==> config.mk <==
export PLATFORM = sky130hd
export DESIGN_NAME = res_fmt_tx
export DESIGN_NICKNAME = d
export VERILOG_FILES = /design/src/rtl/calc_pkg.sv /design/src/rtl/bin2bcd_seq.sv /design/src/rtl/res_fmt_tx.sv
export SDC_FILE = /design/constraint.sdc
export NUM_CORES = 1
export LEC_CHECK = 0
export ABC_AREA = 1
export CAP_MARGIN = 20
export CORE_MARGIN = 3
export CORE_UTILIZATION = 30
export DETAILED_ROUTE_END_ITERATION = 7
export HOLD_SLACK_MARGIN = 0.1
export PLACE_DENSITY = 0.58
export SETUP_SLACK_MARGIN = 0.1
export SYNTH_ARGS = -nofsm -noshare
export SYNTH_HDL_FRONTEND = slang
export SYNTH_HIERARCHICAL = 1
export SYNTH_SLANG_ARGS = --single-unit
==> constraint.sdc <==
create_clock -name clk -period 2.3 [get_ports clk]
set_clock_uncertainty 0.05 [all_clocks]
set_input_delay 0.23 -clock clk [delete_from_list [all_inputs] [get_ports clk]]
set_output_delay 0.23 -clock clk [all_outputs]
set_load 0.01 [all_outputs]
==> src/rtl/calc_pkg.sv <==
`default_nettype none
// ============================================================================
// Module   : calc_pkg (package)
// Purpose  : Definitions shared by the calculator blocks (cmd_interp, ALU,
//            res_fmt_tx). Holds default datapath widths, ASCII codes and the
//            result-formatter state encoding.
// Contents : CALC_WIDTH / CALC_DIGITS defaults, ASCII_* byte constants,
//            fmt_state_t (formatter FSM states), char_kind_t (kind of the
//            byte currently in flight), ascii_digit() helper.
// Revision : 1.0 - initial release
// ============================================================================
package calc_pkg;

    // Default result magnitude width and matching BCD digit count.
    // 10^CALC_DIGITS must exceed 2^CALC_WIDTH-1.
    localparam int CALC_WIDTH  = 16;
    localparam int CALC_DIGITS = 5;

    localparam logic [7:0] ASCII_0     = 8'h30;
    localparam logic [7:0] ASCII_MINUS = 8'h2D;
    localparam logic [7:0] ASCII_E     = 8'h45;
    localparam logic [7:0] ASCII_CR    = 8'h0D;
    localparam logic [7:0] ASCII_LF    = 8'h0A;

    // Encoding is visible on the debug port, so values are fixed explicitly.
    typedef enum logic [3:0] {
        ST_IDLE  = 4'd0,
        ST_CONV  = 4'd1,
        ST_SIGN  = 4'd2,
        ST_DIGIT = 4'd3,
        ST_WAIT  = 4'd4,
        ST_EOL   = 4'd5,
        ST_DONE  = 4'd6
    } fmt_state_t;

    // What the byte currently waiting for tx_done was; decides where WAIT goes.
    typedef enum logic [1:0] {
        CH_SIGN  = 2'd0,
        CH_DIGIT = 2'd1,
        CH_CR    = 2'd2,
        CH_LF    = 2'd3
    } char_kind_t;

    function automatic logic [7:0] ascii_digit(input logic [3:0] nib);
        return ASCII_0 + {4'h0, nib};
    endfunction

endpackage
`default_nettype wire

==> src/rtl/bin2bcd_seq.sv <==
`default_nettype none
// ============================================================================
// Module   : bin2bcd_seq
// Purpose  : Iterative double-dabble binary to BCD converter, one input bit
//            per cycle, WIDTH cycles per conversion.
// Ports    : clk, rst        - clock, synchronous active-high reset
//            load            - start a conversion of din (clears BCD)
//            din [WIDTH]     - binary value, captured on load
//            busy            - conversion in progress
//            done            - high during the final conversion cycle; bcd
//                              holds the finished result from the next cycle
//            bcd [DIGITS*4]  - BCD digits, digit 0 in bits [3:0]
// Revision : 1.0 - initial release
// ============================================================================
module bin2bcd_seq
    import calc_pkg::*;
#(
    parameter int WIDTH  = CALC_WIDTH,
    parameter int DIGITS = CALC_DIGITS
) (
    input  logic                  clk,
    input  logic                  rst,
    input  logic                  load,
    input  logic [WIDTH-1:0]      din,
    output logic                  busy,
    output logic                  done,
    output logic [DIGITS*4-1:0]   bcd
);

    localparam int              CW     = (WIDTH > 1) ? $clog2(WIDTH) : 1;
    localparam logic [CW-1:0]   C_LAST = CW'(WIDTH - 1);

    logic [WIDTH-1:0]    r_sh;
    logic [CW-1:0]       r_cnt;
    logic                r_busy;
    logic [DIGITS*4-1:0] r_bcd;
    logic [DIGITS*4-1:0] w_adj;

    // Add-3 correction on every nibble >= 5 before the shift.
    generate
        for (genvar g = 0; g < DIGITS; g++) begin : g_adj
            assign w_adj[g*4 +: 4] = (r_bcd[g*4 +: 4] >= 4'd5) ?
                                     (r_bcd[g*4 +: 4] + 4'd3) : r_bcd[g*4 +: 4];
        end
    endgenerate

    always_ff @(posedge clk) begin
        if (rst) begin
            r_sh   <= '0;
            r_cnt  <= '0;
            r_busy <= 1'b0;
            r_bcd  <= '0;
        end else if (load) begin
            r_sh   <= din;
            r_cnt  <= '0;
            r_busy <= 1'b1;
            r_bcd  <= '0;
        end else if (r_busy) begin
            // BCD and the remaining binary bits shift as one register: the
            // binary MSB moves into BCD bit 0.
            {r_bcd, r_sh} <= {w_adj, r_sh} << 1;
            r_cnt         <= r_cnt + 1'b1;
            if (r_cnt == C_LAST) begin
                r_busy <= 1'b0;
            end
        end
    end

    assign busy = r_busy;
    assign done = r_busy && (r_cnt == C_LAST);
    assign bcd  = r_bcd;

endmodule
`default_nettype wire

==> src/rtl/res_fmt_tx.sv <==
`default_nettype none
// ============================================================================
// Module   : res_fmt_tx
// Purpose  : Formats a finished ALU result as unsigned decimal ASCII ('-'
//            prefix when negative, 'E' alone on error, leading zeros
//            suppressed) and streams it to the UART TX one byte at a time.
// Ports    : clk, rst           - clock, synchronous active-high reset
//            start              - request, accepted only while rdy=1
//            res [WIDTH]        - result magnitude (captured on start)
//            neg, err           - sign / error flags (captured on start)
//            tx_done            - UART TX finished the current byte
//            data [8]           - byte to send, held until tx_done
//            tx_start           - one-cycle strobe: data valid
//            rdy                - high only in IDLE
//            debug [8]          - {state, digit_idx}
// Options  : RES_FMT_EOL_EN     - append CR LF after the last character
// Revision : 1.0 - initial release
// ============================================================================
module res_fmt_tx
    import calc_pkg::*;
#(
    parameter int WIDTH  = CALC_WIDTH,
    parameter int DIGITS = CALC_DIGITS
) (
    input  logic              clk,
    input  logic              rst,
    input  logic              start,
    input  logic [WIDTH-1:0]  res,
    input  logic              neg,
    input  logic              err,
    input  logic              tx_done,
    output logic [7:0]        data,
    output logic              tx_start,
    output logic              rdy,
    output logic [7:0]        debug
);

    fmt_state_t          r_state;
    char_kind_t          r_kind;
    logic [3:0]          r_digit_idx;
    logic                r_neg;
    logic                r_err;
    logic                r_first;

    logic                w_load;
    logic                w_conv_busy;
    logic                w_conv_done;
    logic [DIGITS*4-1:0] w_bcd;
    logic [3:0]          w_msd;
    logic [3:0]          w_cur_idx;
    logic [3:0]          w_nib;
    fmt_state_t          w_after_last;

    // Conversion is only needed for numeric results.
    assign w_load = start && (r_state == ST_IDLE) && !err;

    bin2bcd_seq #(
        .WIDTH  (WIDTH),
        .DIGITS (DIGITS)
    ) u_bin2bcd (
        .clk   (clk),
        .rst   (rst),
        .load  (w_load),
        .din   (res),
        .busy  (w_conv_busy),
        .done  (w_conv_done),
        .bcd   (w_bcd)
    );

    // Most significant non-zero digit; 0 when the whole value is zero so a
    // single '0' goes out.
    always_comb begin
        w_msd = 4'd0;
        for (int i = 0; i < DIGITS; i++) begin
            if (w_bcd[i*4 +: 4] != 4'd0) begin
                w_msd = 4'(i);
            end
        end
    end

    // The first digit of a number uses the leading-zero scan directly, since
    // BCD only becomes final on the edge that enters DIGIT.
    assign w_cur_idx = r_first ? w_msd : r_digit_idx;

    always_comb begin
        w_nib = 4'd0;
        for (int i = 0; i < DIGITS; i++) begin
            if (w_cur_idx == 4'(i)) begin
                w_nib = w_bcd[i*4 +: 4];
            end
        end
    end

`ifdef RES_FMT_EOL_EN
    assign w_after_last = ST_EOL;
`else
    assign w_after_last = ST_DONE;
`endif

    always_ff @(posedge clk) begin
        if (rst) begin
            r_state     <= ST_IDLE;
            r_kind      <= CH_SIGN;
            r_digit_idx <= 4'd0;
            r_neg       <= 1'b0;
            r_err       <= 1'b0;
            r_first     <= 1'b0;
            data        <= 8'h00;
            tx_start    <= 1'b0;
            rdy         <= 1'b1;
        end else begin
            tx_start <= 1'b0;
            case (r_state)
                ST_IDLE: begin
                    if (start) begin
                        r_neg       <= neg;
                        r_err       <= err;
                        r_digit_idx <= 4'd0;
                        rdy         <= 1'b0;
                        r_state     <= err ? ST_SIGN : ST_CONV;
                    end
                end
                ST_CONV: begin
                    if (w_conv_busy && w_conv_done) begin
                        r_first <= 1'b1;
                        r_state <= r_neg ? ST_SIGN : ST_DIGIT;
                    end
                end
                ST_SIGN: begin
                    data     <= r_err ? ASCII_E : ASCII_MINUS;
                    tx_start <= 1'b1;
                    r_kind   <= CH_SIGN;
                    r_state  <= ST_WAIT;
                end
                ST_DIGIT: begin
                    data        <= ascii_digit(w_nib);
                    tx_start    <= 1'b1;
                    r_digit_idx <= w_cur_idx;
                    r_first     <= 1'b0;
                    r_kind      <= CH_DIGIT;
                    r_state     <= ST_WAIT;
                end
                ST_WAIT: begin
                    if (tx_done) begin
                        case (r_kind)
                            CH_SIGN: begin
                                r_state <= r_err ? w_after_last : ST_DIGIT;
                            end
                            CH_DIGIT: begin
                                if (r_digit_idx == 4'd0) begin
                                    r_state <= w_after_last;
                                end else begin
                                    r_digit_idx <= r_digit_idx - 4'd1;
                                    r_state     <= ST_DIGIT;
                                end
                            end
`ifdef RES_FMT_EOL_EN
                            CH_CR:   r_state <= ST_EOL;
                            CH_LF:   r_state <= ST_DONE;
`endif
                            default: r_state <= ST_DONE;
                        endcase
                    end
                end
`ifdef RES_FMT_EOL_EN
                ST_EOL: begin
                    // CR follows the last character, LF follows CR.
                    tx_start <= 1'b1;
                    r_state  <= ST_WAIT;
                    if (r_kind == CH_CR) begin
                        data   <= ASCII_LF;
                        r_kind <= CH_LF;
                    end else begin
                        data   <= ASCII_CR;
                        r_kind <= CH_CR;
                    end
                end
`endif
                ST_DONE: begin
                    rdy     <= 1'b1;
                    r_state <= ST_IDLE;
                end
                default: begin
                    rdy     <= 1'b1;
                    r_state <= ST_IDLE;
                end
            endcase
        end
    end

    assign debug = {r_state, r_digit_idx};

endmodule
`default_nettype wire

==> metrics.md, run 1 <==
| Metric | Value |
|---|---|
| Fmax | `569 MHz` |
| Initial antenna violation count | `0` |
| Initial core utilization | `30.8%` |
| Top-level port count | `40` |
| DIE WIDTH | `115 um` |
| Fin. Hold Viols | `0` |
| DP Wirelength | `5960 um` |
| Largest fanout on the critical path | `20` |
| Worst-path clk slew | `50 ps` |
| YS warnings | `6` |
| Post-layout util | `37.5%` |
| Root Buffer | `clkbuf_16` |
| Max clock buf depth | `2` |
| CTS buffer count | `9` |
| Postcts setup bufs | `0` |
| Max-cap check violation count | `0` |
| WP data arrival | `1930 ps` |
| Vias in the first global route | `3208` |
| P_leak | `0.00182 uW` |
| Final setup vio count | `0` |
| CP required | `2470 ps` |
| Fin crit share | `76.5%` |
| Status | `finished clean` |
| Most common cell after layout, fill and taps aside | `nand2_1` |
| Post-route antenna net violation count | `0` |
| Area growth syn-to-layout | `21.5%` |
| Ratio of cells with drive above 1 in the final layout | `10.8%` |
| Peak supply drop | `0.000470 V` |
| Core area | `11500 um^2` |
| Worst skew pair latency | `330 ps` |
| Routability cong. | `0.848` |
| CTS H-tree depth | `3` |
| Setup CP Type | `register to register` |
| Post-Route Setup TNS | `0 ps` |
| CTS Sinks | `60` |
| Cells after Synth | `522` |
| Storage cell area | `1200 um^2` |
| Min Tclk post-route | `1760 ps` |
| Fillers | `1193` |
| Num rows | `39` |
| DIE AREA | `13100 um^2` |
| Commonest non-fill, non-tap cells in the layout | `nand2_1 (120), inv_1 (70), nor2_1 (60), dfxtp_1 (60), nand3_1 (41)` |
| Drt first-iter violations | `194` |
| Total grt overflow | `0` |
| Avg WL per Cell | `11.4 um` |
| Diodes inserted | `0` |
| Post-synthesis register bit count | `60` |
| Multi-input gate area | `1880 um^2` |
| Synth Cell Area | `3540 um^2` |
| Mean post-synth cell area | `6.77 um^2` |
| CTS tree | `built` |
| RSZ-0062 raised after global routing | `false` |
| Final Max Tran Viols | `0` |
| Post-CTS sizing | `0` |
| Yosys cell types | `35` |
| Register area share after synthesis | `34.0%` |
| Avg Vias per Cell | `4.75` |
| CP endpoint kind | `register` |
| Pin count of the biggest net entering global routing | `30` |
| # nets final | `592` |
| Drt pass-1 iters | `5` |
| PwrDens | `1040 nW/um^2` |
| GR Util All Layers | `13.2%` |
| Via count | `3357` |
| Post-Route WL | `8080 um` |
| Min-delay worst type | `register to register` |
| Post-CTS Hold Fix Bufs | `0` |
| Die H | `115 um` |
| CP startpoint kind | `register` |
| # DRC | `0` |
| I/O Buffers | `37` |
| First-pass GRT wire length | `14400 um` |
-- layer usage --
metal | vias to the layer above | routed length [um] | GRT usage, %
li1 | 1755 | - | -
met1 | 1540 | 3980 | 17.4
met2 | 56 | 3770 | 21.4
met3 | 6 | 253 | 3.49
met4 | 0 | 77 | 3.56
met5 | - | 0 | 0
-- path summary, 6_finish.rpt --
path	cells after the start	from	slack [ps]	to
hold reg to reg	1	u_bin2bcd/r_cnt[3]$_SDFFE_PP0P_	410	u_bin2bcd/busy$_SDFF_PP0_
setup / recovery	9	r_state[0]$_SDFFE_PP0P_	540	u_bin2bcd/bcd[10]$_SDFFE_PP0P_
hold / removal	1	u_bin2bcd/r_cnt[3]$_SDFFE_PP0P_	410	u_bin2bcd/busy$_SDFF_PP0_
setup reg to reg	9	r_state[0]$_SDFFE_PP0P_	540	u_bin2bcd/bcd[10]$_SDFFE_PP0P_
-- kinds of logic (layout without fill, tap and decap cells) --
logic type,count (synthesis),count (layout),synth area share [%]
buffers and inverters,97,137,12.9
DFF,60,60,34.0
adders and majority gates,12,12,4.25
and+or+nand+nor,254,254,31.8
other,1,2,0.106
AOI/OAI and AO/OA,98,98,17.0
-- power breakdown --
group / switching [uW] / internal [uW] / leakage [uW]
Sequential: 180 / 1260 / 0.000491
Combinational: 996 / 604 / 0.00118
Clock: 491 / 952 / 0.000148
-- cell usage after synthesis --
cell | count | area, um^2
nor3_1 | 9 | 45.0
ha_1 | 12 | 150
o211ai_1 | 2 | 15.0
conb_1 | 1 | 3.75
inv_6 | 1 | 8.76
nor2_2 | 4 | 25.0
inv_4 | 1 | 6.26
nand3_1 | 41 | 205
a31oi_1 | 1 | 6.26
inv_1 | 70 | 263
o22ai_1 | 3 | 18.8
buf_12 | 1 | 20.0
a21oi_1 | 35 | 175
nand4_1 | 6 | 37.5
a211oi_2 | 2 | 25.0
buf_1 | 1 | 3.75
nand2_4 | 4 | 45.0
nand3_2 | 1 | 10.0
buf_6 | 5 | 56.3
inv_2 | 8 | 30.0
nor2_1 | 60 | 225
buf_8 | 1 | 15.0
buf_2 | 6 | 30.0
o21ai_0 | 29 | 145
dfxtp_1 | 60 | 1200
o21ai_1 | 5 | 25.0
buf_4 | 3 | 22.5
nor2_4 | 5 | 56.3
o221ai_1 | 8 | 70.1
nand2_2 | 3 | 18.8
a21oi_2 | 11 | 96.3
nand2_1 | 120 | 450
a41oi_2 | 1 | 16.3
a211oi_1 | 1 | 7.51
or2_1 | 1 | 6.26
-- metrics by stage --
stage	hold WS (ps)	cells	setup WS [ps]	area, um^2	total power [uW]
after global routing	417	706	326	4300	4830
after detailed placement	401	690	290	3970	3060
final	408	706	541	4300	4490
after global placement	402	690	301	3970	3040
after CTS	401	706	532	4300	4530
after floorplan	253	523	780	3540	2650
-- state kept, by name, indices dropped and copies added, names as in the netlist --
register	cells
u_bin2bcd/busy	1
u_bin2bcd/r_cnt	4
r_err	1
u_bin2bcd/bcd	20
r_first	1
data	7
u_bin2bcd/r_sh	16
rdy	1
r_neg	1
r_digit_idx	4
tx_start	1
r_state	3
-- final cells by class --
cell class                      count  area share, %
Sequential cell                    60           28.0
Timing Repair Buffer               41           9.32
Multi-Input combinational cell    366           43.8
Clock buffer                        9           5.24
Inverter                           80           7.16
Tap cell                          143           4.16
Clock inverter                      7           2.33
-- critical path, stage by stage (launching register included) --
cell and delay, ps:
dfxtp_1 350, nor2_2 190, nand2_1 90, nor2_1 100, buf_4 260, nor2_4 90
inv_2 330, nor2_1 80, nand2_1 80, inv_1 40
(Power assumes the default switching activity.)
==> run 2, diff against run 1 <==
--- a/config.mk
+++ b/config.mk
@@ -11,7 +11,7 @@
 export CORE_UTILIZATION = 30
 export DETAILED_ROUTE_END_ITERATION = 7
 export HOLD_SLACK_MARGIN = 0.1
-export PLACE_DENSITY = 0.58
+export PLACE_DENSITY = 0.6
 export SETUP_SLACK_MARGIN = 0.1
 export SYNTH_ARGS = -nofsm -noshare
 export SYNTH_HDL_FRONTEND = slang
==> constraint.sdc (replaced) <==
create_clock -name clk -period 1.6 [get_ports clk]
set_clock_uncertainty 0.05 [all_clocks]
set_input_delay 0.16 -clock clk [delete_from_list [all_inputs] [get_ports clk]]
set_output_delay 0.16 -clock clk [all_outputs]
set_load 0.01 [all_outputs]
==> metrics.md, run 2 (synthesis gave the netlist of run 1 again) <==
| Metric | Value |
|---|---|
| Post-CTS Hold Fix Bufs | `0 (unchanged)` |
| Setup slack, reg-to-reg | `8 ps (-530 ps)` |
| WP data arrival | `1810 ps (-120 ps)` |
| Area growth syn-to-layout | `42.0%` |
| PwrDens | `1490 nW/um^2 (+42%)` |
| Status | `finished clean` |
| Avg WL per Cell | `12.3 um (+7.6%)` |
| Max-cap check violation count | `0 (unchanged)` |
| CTS Sinks | `60 (unchanged)` |
| CP endpoint kind | `register` |
| Via count | `3634 (+8.3%)` |
| Min Tclk post-route | `1590 ps (-167 ps)` |
| # nets final | `646 (+9.1%)` |
| GR Util All Layers | `14.2% (+1.0 points)` |
| # DRC | `0 (unchanged)` |
| Drt pass-1 iters | `4 (-1)` |
| Post-Route Setup TNS | `0 ps (unchanged)` |
| Largest fanout on the critical path | `7 (-65%)` |
| Avg Vias per Cell | `4.79 (+0.69%)` |
| HP Start | `res[6]` |
| DIE AREA | `13100 um^2 (unchanged)` |
| Max FFs per register | `20 (unchanged)` |
| Diodes inserted | `0 (unchanged)` |
| Hold path cells | `3 (+2)` |
| Num rows | `39 (unchanged)` |
| Sequential Power Share | `27.8% (-4.3 points)` |
| Peak supply drop | `0.000754 V (+60%)` |
| CTS H-tree depth | `3 (unchanged)` |
| Switching power | `2690 uW (+61%)` |
| Worst skew pair latency | `330 ps (about the same)` |
| DP Wirelength | `6490 um (+8.9%)` |
| Routability cong. | `0.860 (+1.5%)` |
| Comb pwr share | `42.6% (+6.9 points)` |
| Initial antenna violation count | `0 (unchanged)` |
| Vias in the first global route | `3494 (+8.9%)` |
| Worst R2R End | `data[1]$_SDFFE_PP0P_` |
| Drt first-iter violations | `225 (+16%)` |
| DIE WIDTH | `115 um (unchanged)` |
| Root Buffer | `clkbuf_16` |
| RSZ-0062 raised after global routing | `true` |
| CP startpoint kind | `register` |
| Final Max Tran Viols | `0 (unchanged)` |
| Reg-to-reg startpoint | `u_bin2bcd/bcd[13]$_SDFFE_PP0P_` |
| CP required | `1820 ps (-650 ps)` |
| Hold slack | `329 ps (-79.1 ps)` |
| P_leak | `0.00223 uW (+22%)` |
| Setup CP Type | `register to register` |
| Top-level port count | `40 (unchanged)` |
| CTS buffer count | `9 (unchanged)` |
| I/O Buffers | `37 (unchanged)` |
| Most common cell after layout, fill and taps aside | `nand2_1` |
| Post-route antenna net violation count | `0 (unchanged)` |
| Clk pwr share | `29.6% (-2.6 points)` |
| Ratio of cells with drive above 1 in the final layout | `30.0% (+19 points)` |
| Pin count of the biggest net entering global routing | `34 (+13%)` |
| Core area | `11500 um^2 (unchanged)` |
| R2r worst-path depth | `13 (+4)` |
| Hold Path Sink | `u_bin2bcd/r_sh[6]$_SDFFE_PP0P_` |
| Commonest non-fill, non-tap cells in the layout | `nand2_1 (110), inv_1 (59), buf_4 (49), nor2_1 (45), dfxtp_1 (42)` |
| Worst-path clk slew | `50 ps (about the same)` |
| Post-Route WL | `9340 um (+16%)` |
| Total grt overflow | `0 (unchanged)` |
| Min-delay worst type | `input pin to register` |
| CTS tree | `built` |
| Final setup vio count | `0 (unchanged)` |
| Fin crit share | `99.5% (+23 points)` |
| Max clock buf depth | `2 (unchanged)` |
| Pint | `4770 uW (+69%)` |
| Switch share | `36.1% (-1.1 points)` |
| Initial core utilization | `30.8% (unchanged)` |
| First-pass GRT wire length | `15300 um (+6.3%)` |
| Fin. Hold Viols | `0 (unchanged)` |
| Die H | `115 um (unchanged)` |
| Fmax | `628 MHz (+10%)` |
run 2: how the worst max path moves through the flow:
| stage | from | end | slack, ps | cells past startpoint |
|---|---|---|---|---|
| floorplan | r_state[0]$_SDFFE_PP0P_ | r_digit_idx[2]$_SDFFE_PP0P_ | 110 | 10 |
| global placement | err | u_bin2bcd/r_sh[11]$_SDFFE_PP0P_ | -50 | 9 |
| detailed placement | err | u_bin2bcd/r_sh[11]$_SDFFE_PP0P_ | -80 | 9 |
| CTS | u_bin2bcd/bcd[13]$_SDFFE_PP0P_ | data[3]$_SDFFE_PP0P_ | 50 | 13 |
| global route | u_bin2bcd/bcd[10]$_SDFFE_PP0P_ | data[1]$_SDFFE_PP0P_ | -130 | 14 |
| finish | u_bin2bcd/bcd[13]$_SDFFE_PP0P_ | data[1]$_SDFFE_PP0P_ | 8 | 13 |
run 2: per-stage QoR:
step	area, um^2	worst slack (ps)	utilization (%)	instances	power (uW)
6_report	5020	8.03	43.8	759	7460
3_3_place_gp	4290	-48.0	37.4	728	4620
3_5_place_dp	4290	-84.9	37.4	728	4670
2_1_floorplan	3550	113	-	523	3830
4_1_cts	4770	51.2	41.6	749	7090
5_1_grt	5020	-129	43.8	759	7980
run 2: metal layers:
metal  up-vias  wire (um)  track usage (%)
met3         7        475             3.65
li1       1869          -                -
met1      1682       4190             17.9
met4         0         69             4.51
met2        76       4610             23.8
met5         -          0                0
run 2: timing repair:
item	4_1_cts	5_1_grt
cloned	1	2
pin swaps	15	18
gates resized for setup	41	59
setup buffers	5	9
setup endpoints to repair	16	39
run 2: critical path, cell delays in order (launching register included):
cell and delay (ps):
dfxtp_2 320, nor2_2 110, nand2_2 100, inv_1 70
nand2_1 70, nand2_2 80, nand2_4 80, nor2_4 180
nand3_1 90, nand3_1 70, nand2_1 70, nand2_1 80
nand2_2 60, a21oi_2 100
run 2: power groups by stage:
stage	combinational, uW	clock (uW)	sequential, uW
finish	3180	2210	2080
global route	3530	2340	2110
CTS	2760	2260	2070
detailed placement	2600	0	2070
global placement	2560	0	2060
floorplan	1740	0	2090
run 2: layout make-up:
cell class | count | area (um^2)
clock buffer | 10 | 239
clock inverter | 5 | 100
fill | 1155 | 6440
inverter | 80 | 320
multi-input combinational | 368 | 2100
sequential | 60 | 1230
tap | 143 | 179
timing repair buffer | 93 | 853
